## src/rtl/sevenseg_scan_decoder.sv

```systemverilog
// Receive-side monitor for an 8-digit multiplexed seven-segment bus.
// Debounces each digit dwell, decodes it back to BCD and assembles 8-digit frames.
module sevenseg_scan_decoder #(
  parameter int unsigned STABLE_CYCLES  = 16,
  parameter int unsigned TIMEOUT_CYCLES = 1048576
) (
  input  logic        clk,
  input  logic        reset_n,
  input  logic [7:0]  AN,
  input  logic [6:0]  seg,
  output logic [31:0] digits,
  output logic [7:0]  blank,
  output logic [7:0]  err,
  output logic        capture_strobe,
  output logic [2:0]  capture_idx,
  output logic        frame_valid,
  output logic        illegal_an,
  output logic        stalled
);
  localparam int unsigned SW = $clog2(STABLE_CYCLES + 1);
  localparam int unsigned TW = $clog2(TIMEOUT_CYCLES + 1);
  localparam logic [SW-1:0] S_SAT  = SW'(STABLE_CYCLES);
  localparam logic [SW-1:0] S_FIRE = SW'(STABLE_CYCLES - 2);
  localparam logic [TW-1:0] T_SAT  = TW'(TIMEOUT_CYCLES);

  localparam logic SETTLE = 1'b0;
  localparam logic HELD   = 1'b1;

  logic [7:0]    an_m, an_s;
  logic [6:0]    seg_m, seg_s;
  logic [14:0]   prev;
  logic [SW-1:0] scnt;
  logic [TW-1:0] tcnt;
  logic          state;
  logic [7:0]    seen;

  logic          changed, an_changed, fire, stall_hit;
  logic          one_low, all_high;
  logic [7:0]    an_low, seen_nxt;
  logic [2:0]    idx;
  logic [3:0]    dval;
  logic          dblank, derr;

  always_ff @(posedge clk or negedge reset_n) begin
    if (!reset_n) begin
      an_m  <= '1;
      an_s  <= '1;
      seg_m <= '1;
      seg_s <= '1;
      prev  <= '1;
    end else begin
      an_m  <= AN;
      an_s  <= an_m;
      seg_m <= seg;
      seg_s <= seg_m;
      prev  <= {an_s, seg_s};
    end
  end

  // The change-detect edge already counts as the first stable sample, so the
  // dwell is accepted when the counter shows STABLE_CYCLES-2 further repeats.
  always_comb begin
    changed    = ({an_s, seg_s} != prev);
    an_changed = (an_s != prev[14:7]);
    an_low     = ~an_s;
    one_low    = (an_low != '0) && ((an_low & (an_low - 8'd1)) == '0);
    all_high   = (an_low == '0);
    fire       = (state == SETTLE) && !changed && (scnt == S_FIRE);
    stall_hit  = !an_changed && (tcnt == T_SAT - TW'(1));
    idx        = '0;
    for (int unsigned i = 0; i < 8; i++) begin
      if (an_low[i]) idx = 3'(i);
    end
    seen_nxt   = seen | (8'd1 << idx);
  end

  always_comb begin
    dval   = 4'hF;
    dblank = 1'b0;
    derr   = 1'b0;
    case (seg_s)
      7'h40: dval = 4'd0;
      7'h79: dval = 4'd1;
      7'h24: dval = 4'd2;
      7'h30: dval = 4'd3;
      7'h19: dval = 4'd4;
      7'h12: dval = 4'd5;
      7'h02: dval = 4'd6;
      7'h78: dval = 4'd7;
      7'h00: dval = 4'd8;
      7'h10: dval = 4'd9;
      7'h7F: begin
        dval   = 4'd0;
        dblank = 1'b1;
      end
      default: derr = 1'b1;
    endcase
  end

  always_ff @(posedge clk or negedge reset_n) begin
    if (!reset_n) begin
      state <= SETTLE;
      scnt  <= '0;
      tcnt  <= '0;
    end else begin
      if (changed) begin
        scnt  <= '0;
        state <= SETTLE;
      end else begin
        if (scnt != S_SAT) scnt <= scnt + SW'(1);
        if (fire) state <= HELD;
      end
      if (an_changed) tcnt <= '0;
      else if (tcnt != T_SAT) tcnt <= tcnt + TW'(1);
    end
  end

  assign stalled = (tcnt == T_SAT);

  always_ff @(posedge clk or negedge reset_n) begin
    if (!reset_n) begin
      digits         <= '0;
      blank          <= '1;
      err            <= '0;
      capture_strobe <= 1'b0;
      capture_idx    <= '0;
      frame_valid    <= 1'b0;
      illegal_an     <= 1'b0;
      seen           <= '0;
    end else begin
      capture_strobe <= fire && one_low;
      illegal_an     <= fire && !one_low && !all_high;
      frame_valid    <= 1'b0;
      if (fire && one_low) begin
        capture_idx                <= idx;
        digits[{idx, 2'b00} +: 4]  <= dval;
        blank[idx]                 <= dblank;
        err[idx]                   <= derr;
        if (seen_nxt == '1) begin
          seen        <= '0;
          frame_valid <= 1'b1;
        end else begin
          seen <= seen_nxt;
        end
      end else if (stall_hit) begin
        seen <= '0;
      end
    end
  end
endmodule

```

## config.mk

```make
export PLATFORM = sky130hd
export DESIGN_NAME = sevenseg_scan_decoder
export DESIGN_NICKNAME = d
export VERILOG_FILES = /design/src/rtl/sevenseg_scan_decoder.sv
export SDC_FILE = /design/constraint.sdc
export NUM_CORES = 1
export LEC_CHECK = 0
export CAP_MARGIN = 20
export CORE_AREA = 2 2 150 123
export CTS_CLUSTER_SIZE = 30
export DETAILED_ROUTE_END_ITERATION = 8
export DIE_AREA = 0 0 152 125
export PLACE_DENSITY_LB_ADDON = 0.12
export SYNTH_ARGS = -nofsm -noshare
export SYNTH_HDL_FRONTEND = slang
export SYNTH_SLANG_ARGS = --single-unit
```

## constraint.sdc

```tcl
create_clock -name clk -period 4.2 [get_ports clk]
set_clock_uncertainty 0.1 [all_clocks]
set_input_delay 1.26 -clock clk [delete_from_list [all_inputs] [get_ports clk]]
set_output_delay 1.26 -clock clk [all_outputs]
set_load 0.02 [all_outputs]
```

; ---- After elaboration in Yosys (flattened, before gate mapping)
; Cells that the tools add are included.
; Widths: inputs -> output; s select.
[totals]
ff_bits = 134
inputBits = 17
output_inout_bits = 55
elab_cells = 95
[classes]
addsub = 4
magnitude_cmp = 2
n_eq_ne = 18
shift = 3
muxes = 26
bitwise = 4
n_reduce_logical = 22
[op_table]
columns = operator, count
row1 = $mux 21, 2
row2 = $pmux 4 s10, 1
row3 = $bwmux 32, 1
row4 = $shift 4x7->32 const A, 1
row5 = $shiftx 4x7->32, 1
row6 = $eq 7x7->1 const B, 4
row7 = $mux 8, 3
row8 = $add 21x1->21 const B, 1
row9 = $eq 21x20->1 const B, 1
row10 = $eq 21x21->1 const B, 1
row11 = $eq 7x5->1 const B, 3
row12 = $ne 21x21->1 const B, 1
row13 = $mux 3, 6
row14 = $bwmux 8, 2
row15 = $logic_not 8->1, 2
row16 = $ne 15x15->1, 1
row17 = $eq 7x6->1 const B, 2
row18 = $reduce_or 11->1, 1
row19 = $mux 5, 2
row20 = $and 8x8->8, 1
row21 = $eq 8x8->1 const B, 1
row22 = $logic_and 1x1->1, 8
row23 = $mux 1, 8
row24 = $ne 8x8->1, 1
row25 = other kinds (18), 24

; ---- Logic depth before layout (Yosys ltp)
; Gate-level depths: netlist of the first run.
[depth]
depth_word = 13
ltp_mapped = 15
mapped_depth_nobuf = 12

; ---- Worst setup path before layout of the first run
; No wires, ideal clock.
[synth_path]
path_kind = reg2reg
start = reg an_s[1]
end = reg seen[0]
setup_ps = 137
arrival_ps = 3144
required_ps = 3963
path_slack_ps = 819
stages_incl_launch_ff = 16
path_buffers = 3
period_less_slack_ps = 3381
path_cell_list = dfstp_2 -> buf_2 -> nor2b_1 -> o21ai_0 -> nand2_1 -> a21boi_1 -> clkbuf_1 -> ha_1 -> ha_1 -> o22ai_1 -> nor3_1 -> o211ai_1 -> a31o_2 -> clkbuf_1 -> mux2i_2 -> a21oi_1
[synth_via]
elab_chain_cells = 13
word_cells_on_any_way = 27
classes_between = add/sub: 1 / eq/ne: 3 / shift: 1 / mux: 9 / bitwise: 3 / reduce/logical: 10
[synth_lines]
columns = element, line
row1 = start: declaration, 29  ; logic [7:0] an_m, an_s;
row2 = start signal: assignment, 53  ; an_s <= an_m;
row3 = $not 8->8, 65  ; an_low = ~an_s;
row4 = $mux 1, 72  ; if (an_low[i]) idx = 3'(i);
row5 = $mux 3 (6 in series), 72
row6 = $shl 1x3->8, 74  ; seen_nxt = seen | (8'd1 << idx);
row7 = $or 8x8->8, 74
row8 = $eq 8x8->1, 139  ; if (seen_nxt == '1) begin
row9 = $mux 8, 139
row10 = $mux 8, 134  ; if (fire && one_low) begin
row11 = end signal: assignment, 143  ; seen <= seen_nxt;
row12 = end: declaration, 35  ; logic [7:0] seen;
; Several ways; a longest one is shown, not always the timed one.
; A chain may end at the register's enable or synchronous reset.

; ---- Worst setup path after layout of the first run
[layout_path]
start = reg tcnt[0]
end = out stalled
[layout_via]
elab_chain_cells = 1
[layout_lines]
columns = element, line
row1 = start: declaration, 33  ; logic [TW-1:0] tcnt;
row2 = start signal: assignment, 114  ; else if (tcnt != T_SAT) tcnt <= tcnt + TW'(1);
row3 = $eq 21x21->1, 118  ; assign stalled = (tcnt == T_SAT);
row4 = end: declaration, 18  ; output logic stalled
; Every way passes these cells.

==> reports/qor.yml, run 1 <==
logic_synthesis:
  ys_types: 60
  synthTopCellsByArea: "dfrtp_1 (34%), dfstp_2 (23%), mux2_2 (6.4%)"
  async_flop_share_pct: 100
  synth_common_cells: "dfrtp_1 (81), dfstp_2 (53), nor2_1 (42), mux2_2 (34), xor2_1 (27)"
  ys.flop_type: "dfrtp_1"
  ys_warn_count: 0
  seq_area_frac_synth_pct: 57.0
  synth_largest_area_cell: "dfrtp_1"
  synth_top_cell_area_share_pct: 33.8
  syn_area_per_cell_um2: 12.1
  synth_area_mm2: 0.00600
  syn_nets: 526
  ys_seq_elements: 134
  synth_edf_count: 0
  synth_most_common_cell: "dfrtp_1"
  syn_inst: 496
finish:
  drive_gt1_share_pct: 24.0
  final_cells: 810
  fillers: 1652
  nets: 597
  insertedDiodeCount: 0
  multiInputGateArea_mm2: 0.00240
  register_area_mm2: 0.00342
  area_delta_synth_final_pct: 25.0
sta:
  finalSetupViolCount: 0
  hold_violations: 0
  post-route-period-util_pct: 90.2
  clock.fmax_mhz: 264
  finalCriticalPeriod_ps: 3790
  holdWs_ps: 247
  max_slew_margin_pct: 33.7
  grt_setup_unrepaired: "false"
  worst_pin_slew_ps: 987
  maxSlewViolCount: 0
  tns_ps: 0
clocking:
  post_cts_buffers: 0
  cts.sinks: 134
  cts.repair.resized: 0
  cts_tree: "done"
  clock_path_buffers: 2
  numCtsBuffers: 17
  cts_hold_buf: 0
  clk_latency_ps: 420
  htreeDepth: 4
  clockRootBuffer: "clkbuf_16"
  path_clk_slew_ps: 60
place:
  gp_congestion: 0.833
  port_buffers: 71
  dp_hpwl_um: 9080
  dp_cells: 778
grt:
  antenna_found_initial: 0
  grtUsageTotal_pct: 14.6
  grt-ovfl-total: 0
  grt_max_degree: 135
  grt_pass1_vias: 4116
  grt_pass1_wl_um: 22000
worst_setup_path:
  critPathCaptureType: "output pin"
  critPathKind: "reg -> out"
  crit_arrival_ps: 2430
  cp.required_ps: 2840
  crit_path_start_kind: "flop"
  crit_fanout: 5
  reg2regPathDepth: 6
floorplan:
  die_h_um: 125
  die_w_um: 152
  dieArea_mm2: 0.0190
  pin_count: 72
  core_mm2: 0.0177
  rows: 44
  start_util_pct: 33.9
hold_path:
  holdPathStages: 0
  hp-class: "reg -> reg"
detailed_routing:
  drt_iter0_drc: 307
  drtAntennaViolNets: 0
  routed_via_density: 4.98
  num_vias: 4032
  route.detailed.drc: 0
  first_pass_iters: 4
  wl_per_cell_um: 16.2
  wirelength_um: 13100
pwr:
  irDropWorstVdd_mv: 0.266
  p_per_area_mw_per_mm2: 392
  p_leak_nw: 3.15
  power.total_mw: 2.94
job:
  maxCapViolCount: 0
run_status:
  status: "completed"
==> area by class of cell <==
type | instances | area share [%]
Tap cell | 230 | 3.84
Inverter | 11 | 0.551
Timing Repair Buffer | 76 | 10.1
Clock inverter | 12 | 1.72
Multi-Input combinational cell | 327 | 32.1
Sequential cell | 134 | 45.6
Clock buffer | 20 | 6.09
==> per-stage QoR <==
step | setup WS, ps | utilization, % | instance area [µm²]
finish | 410 | 42.4 | 7500
global route | 233 | 42.4 | 7500
CTS | 409 | 42.4 | 7500
detailed placement | 881 | 39.1 | 6910
global placement | 907 | 39.1 | 6910
floorplan | 819 | - | 6000
==> final timing paths <==
| kind | from | endpoint | slack, ps |
|---|---|---|---|
| min | an_m[5] | an_s[5] | 250 |
| max reg2reg | an_s[5] | digits[15] | 880 |
| min in group asynchronous | reset_n | digits[6] | 840 |
| max | tcnt[0] | stalled | 410 |
| max in group asynchronous | reset_n | scnt[0] | 2620 |
| min reg2reg | an_m[5] | an_s[5] | 250 |
==> report_power, final <==
group          leakage [nW]  total, mW  switching [mW]  internal (mW)
logic                  1.17      0.123          0.0765         0.0462
registers              1.69       1.36          0.0266           1.33
clock network         0.290       1.45           0.551          0.903
==> cells in the final DEF (no fill, tap or decap), types with 17 or more instances in the layout <==
cell and instances:
xor2_1 27, dfstp_2 53, clkbuf_16 17, clkdlybuf4s50_1 70, nand2_1 23, nor3_1 20
mux2_2 34, nor2_1 42, nand3_1 20, a21oi_1 22, dfrtp_1 81
==> worst max-delay path, stage by stage (launching register included) <==
cell	delay (ps)
dfrtp_1	430
inv_1	120
ha_1	150
nor4b_1	270
nand3_1	140
nor2_1	260
clkdlybuf4s50_1	650
==> layer usage <==
metal / part of all wire [%] / GRT usage [%] / routed length (µm)
met3: 5.7 / 4.92 / 740
met2: 44 / 21.0 / 5730
met1: 49 / 20.6 / 6450
met5: 0 / 0 / 0
met4: 1.3 / 5.06 / 165
==> kinds of logic (layout without fill, tap and decap cells) <==
| kind of cell | Yosys count | count (layout) | share of synthesized area (%) |
|---|---|---|---|
| compound gates | 52 | 52 | 5.80 |
| xor+xnor | 40 | 40 | 6.09 |
| fa+ha+maj | 13 | 13 | 2.71 |
| buf+inv | 35 | 119 | 2.92 |
| flops | 134 | 134 | 57.0 |
| mux | 50 | 50 | 9.35 |
| simple gates | 172 | 172 | 16.1 |
==> state kept, by name (all words and copies together), names as in the netlist, 3 cells and up <==
signal,flops
digits,32
tcnt,21
prev,15
an_m,8
an_s,8
blank,8
err,8
seen,8
seg_m,7
seg_s,7
scnt,5
capture_idx,3
(Power assumes the default switching activity.)
==> run 2, diff against run 1 <==
- CORE_AREA: 2 2 150 123 -> 2 2 123 149
- DIE_AREA: 0 0 152 125 -> 0 0 125 151
==> reports/qor.yml, run 2 (synthesis gave the netlist of run 1 again) <==
worst_setup_path:
  r2r_end: "err[1]"
  slowest_stage: "clkdlybuf4s50_1"
  crit_arrival_ps: 2370
  crit_path_start_kind: "flop"
  r2r_start: "an_s[7]"
  r2r_setup_slack_ps: 980
  cp.required_ps: 2840
  critPathKind: "reg -> out"
  path_cells: "inv_1 -> ha_1 -> nor4b_1 -> nand3_1 -> nor2_1 -> clkdlybuf4s50_1"
  crit_fanout: 5
  slowest_delay_ps: 660
  critPathCaptureType: "output pin"
  reg2regPathDepth: 7
clocking:
  cts_hold_buf: 0
  numCtsBuffers: 17
  cts.sinks: 134
  clockRootBuffer: "clkbuf_16"
  post_cts_buffers: 0
  path_clk_slew_ps: 60
  clk_latency_ps: 420
  clock_path_buffers: 2
  htreeDepth: 4
  cts.repair.resized: 0
  cts_tree: "done"
sta:
  grt_setup_unrepaired: "false"
  clock.fmax_mhz: 268
  max_slew_margin_pct: 61.9
  worst_pin_slew_ps: 566
  finalCriticalPeriod_ps: 3730
  hold_violations: 0
  tns_ps: 0
  worst_slack_ps: 473
  finalSetupViolCount: 0
  maxSlewViolCount: 0
  post-route-period-util_pct: 88.7
  holdWs_ps: 251
detailed_routing:
  drt_iter0_drc: 189
  drtAntennaViolNets: 0
  num_vias: 4054
  wl_per_cell_um: 16.2
  wirelength_um: 13000
  route.detailed.drc: 0
  first_pass_iters: 5
  routed_via_density: 5.05
finish:
  reg_top3: "digits x32, tcnt x21, prev x15"
  largest_reg_flops: 32
  register_area_mm2: 0.00342
  final_common_cell: "dfrtp_1"
  final_cells: 802
  drive_gt1_share_pct: 24.1
  fillers: 1615
  most-common-layout-cells: "dfrtp_1 (81), clkdlybuf4s50_1 (70), dfstp_2 (53)"
  multiInputGateArea_mm2: 0.00240
  area_delta_synth_final_pct: 25.5
  fin_area_mm2: 0.00753
  insertedDiodeCount: 0
  regMostFlops: "digits"
  nets: 599
place:
  port_buffers: 71
  gp_congestion: 0.811
  place_area_mm2: 0.00691
  dp_hpwl_um: 9300
  pre_cts_ws_ps: 921
  dp_cells: 769
grt:
  grt-ovfl-total: 0
  grt_max_degree: 67
  grt_pass1_wl_um: 21900
  grt_pass1_vias: 4131
  grtUsageTotal_pct: 14.8
  antenna_found_initial: 0
job:
  maxCapViolCount: 0
floorplan:
  die_w_um: 125
  core_mm2: 0.0174
  rows: 53
  start_util_pct: 34.5
  dieArea_mm2: 0.0189
  pin_count: 72
  die_h_um: 151
hold_path:
  hold_end: "seg_s[1]"
  holdPathStages: 0
  min-delay-start: "seg_m[1]"
  hp-class: "reg -> reg"
pwr:
  irDropWorstVdd_mv: 0.213
  p_leak_nw: 3.16
  p_per_area_mw_per_mm2: 401
run_status:
  status: "completed"
-- run 2: where the power goes --
part / internal [mW] / switching (mW)
Sequential: 1.33 / 0.0256
Clock: 0.986 / 0.548
Combinational: 0.0473 / 0.0772
-- run 2: per-stage QoR --
| step | util [%] | power [mW] |
|---|---|---|
| floorplan | - | 1.44 |
| global placement | 39.7 | 1.50 |
| detailed placement | 39.7 | 1.51 |
| CTS | 43.3 | 3.07 |
| global route | 43.3 | 3.15 |
| finish | 43.3 | 3.02 |
-- run 2: worst max path at each step --
stage | start | end | cells past startpoint
floorplan | an_s[1] | seen[0] | 15
global placement | seg_s[1] | digits[23] | 6
detailed placement | seg_s[1] | digits[23] | 6
CTS | tcnt[0] | stalled | 6
global route | tcnt[0] | stalled | 6
finish | tcnt[0] | stalled | 6
-- run 2: layout make-up --
| cell class | instances | area share [%] |
|---|---|---|
| clock buffers | 18 | 5.70 |
| clock inverters | 14 | 2.44 |
| inverters | 11 | 0.549 |
| multi-input cells | 327 | 31.9 |
| flip-flops and latches | 134 | 45.4 |
| well taps | 220 | 3.66 |
| repair buffers | 78 | 10.3 |
-- run 2: routing by layer --
layer	routed length (µm)	share of wire, %	up-vias	global-route usage, %
li1	-	-	1916	-
met2	6310	48	86	24.1
met1	5890	45	2027	18.6
met3	525	4.0	25	3.81
met4	286	2.2	0	6.89
met5	0	0	-	0
-- run 2: worst max-delay path: cells and delay by family, from the launching register on --
family | cells | cell delay, ps
and+or+nand+nor | 3 | 620
buffers and inverters | 2 | 770
DFF | 1 | 420
adders and majority gates | 1 | 140
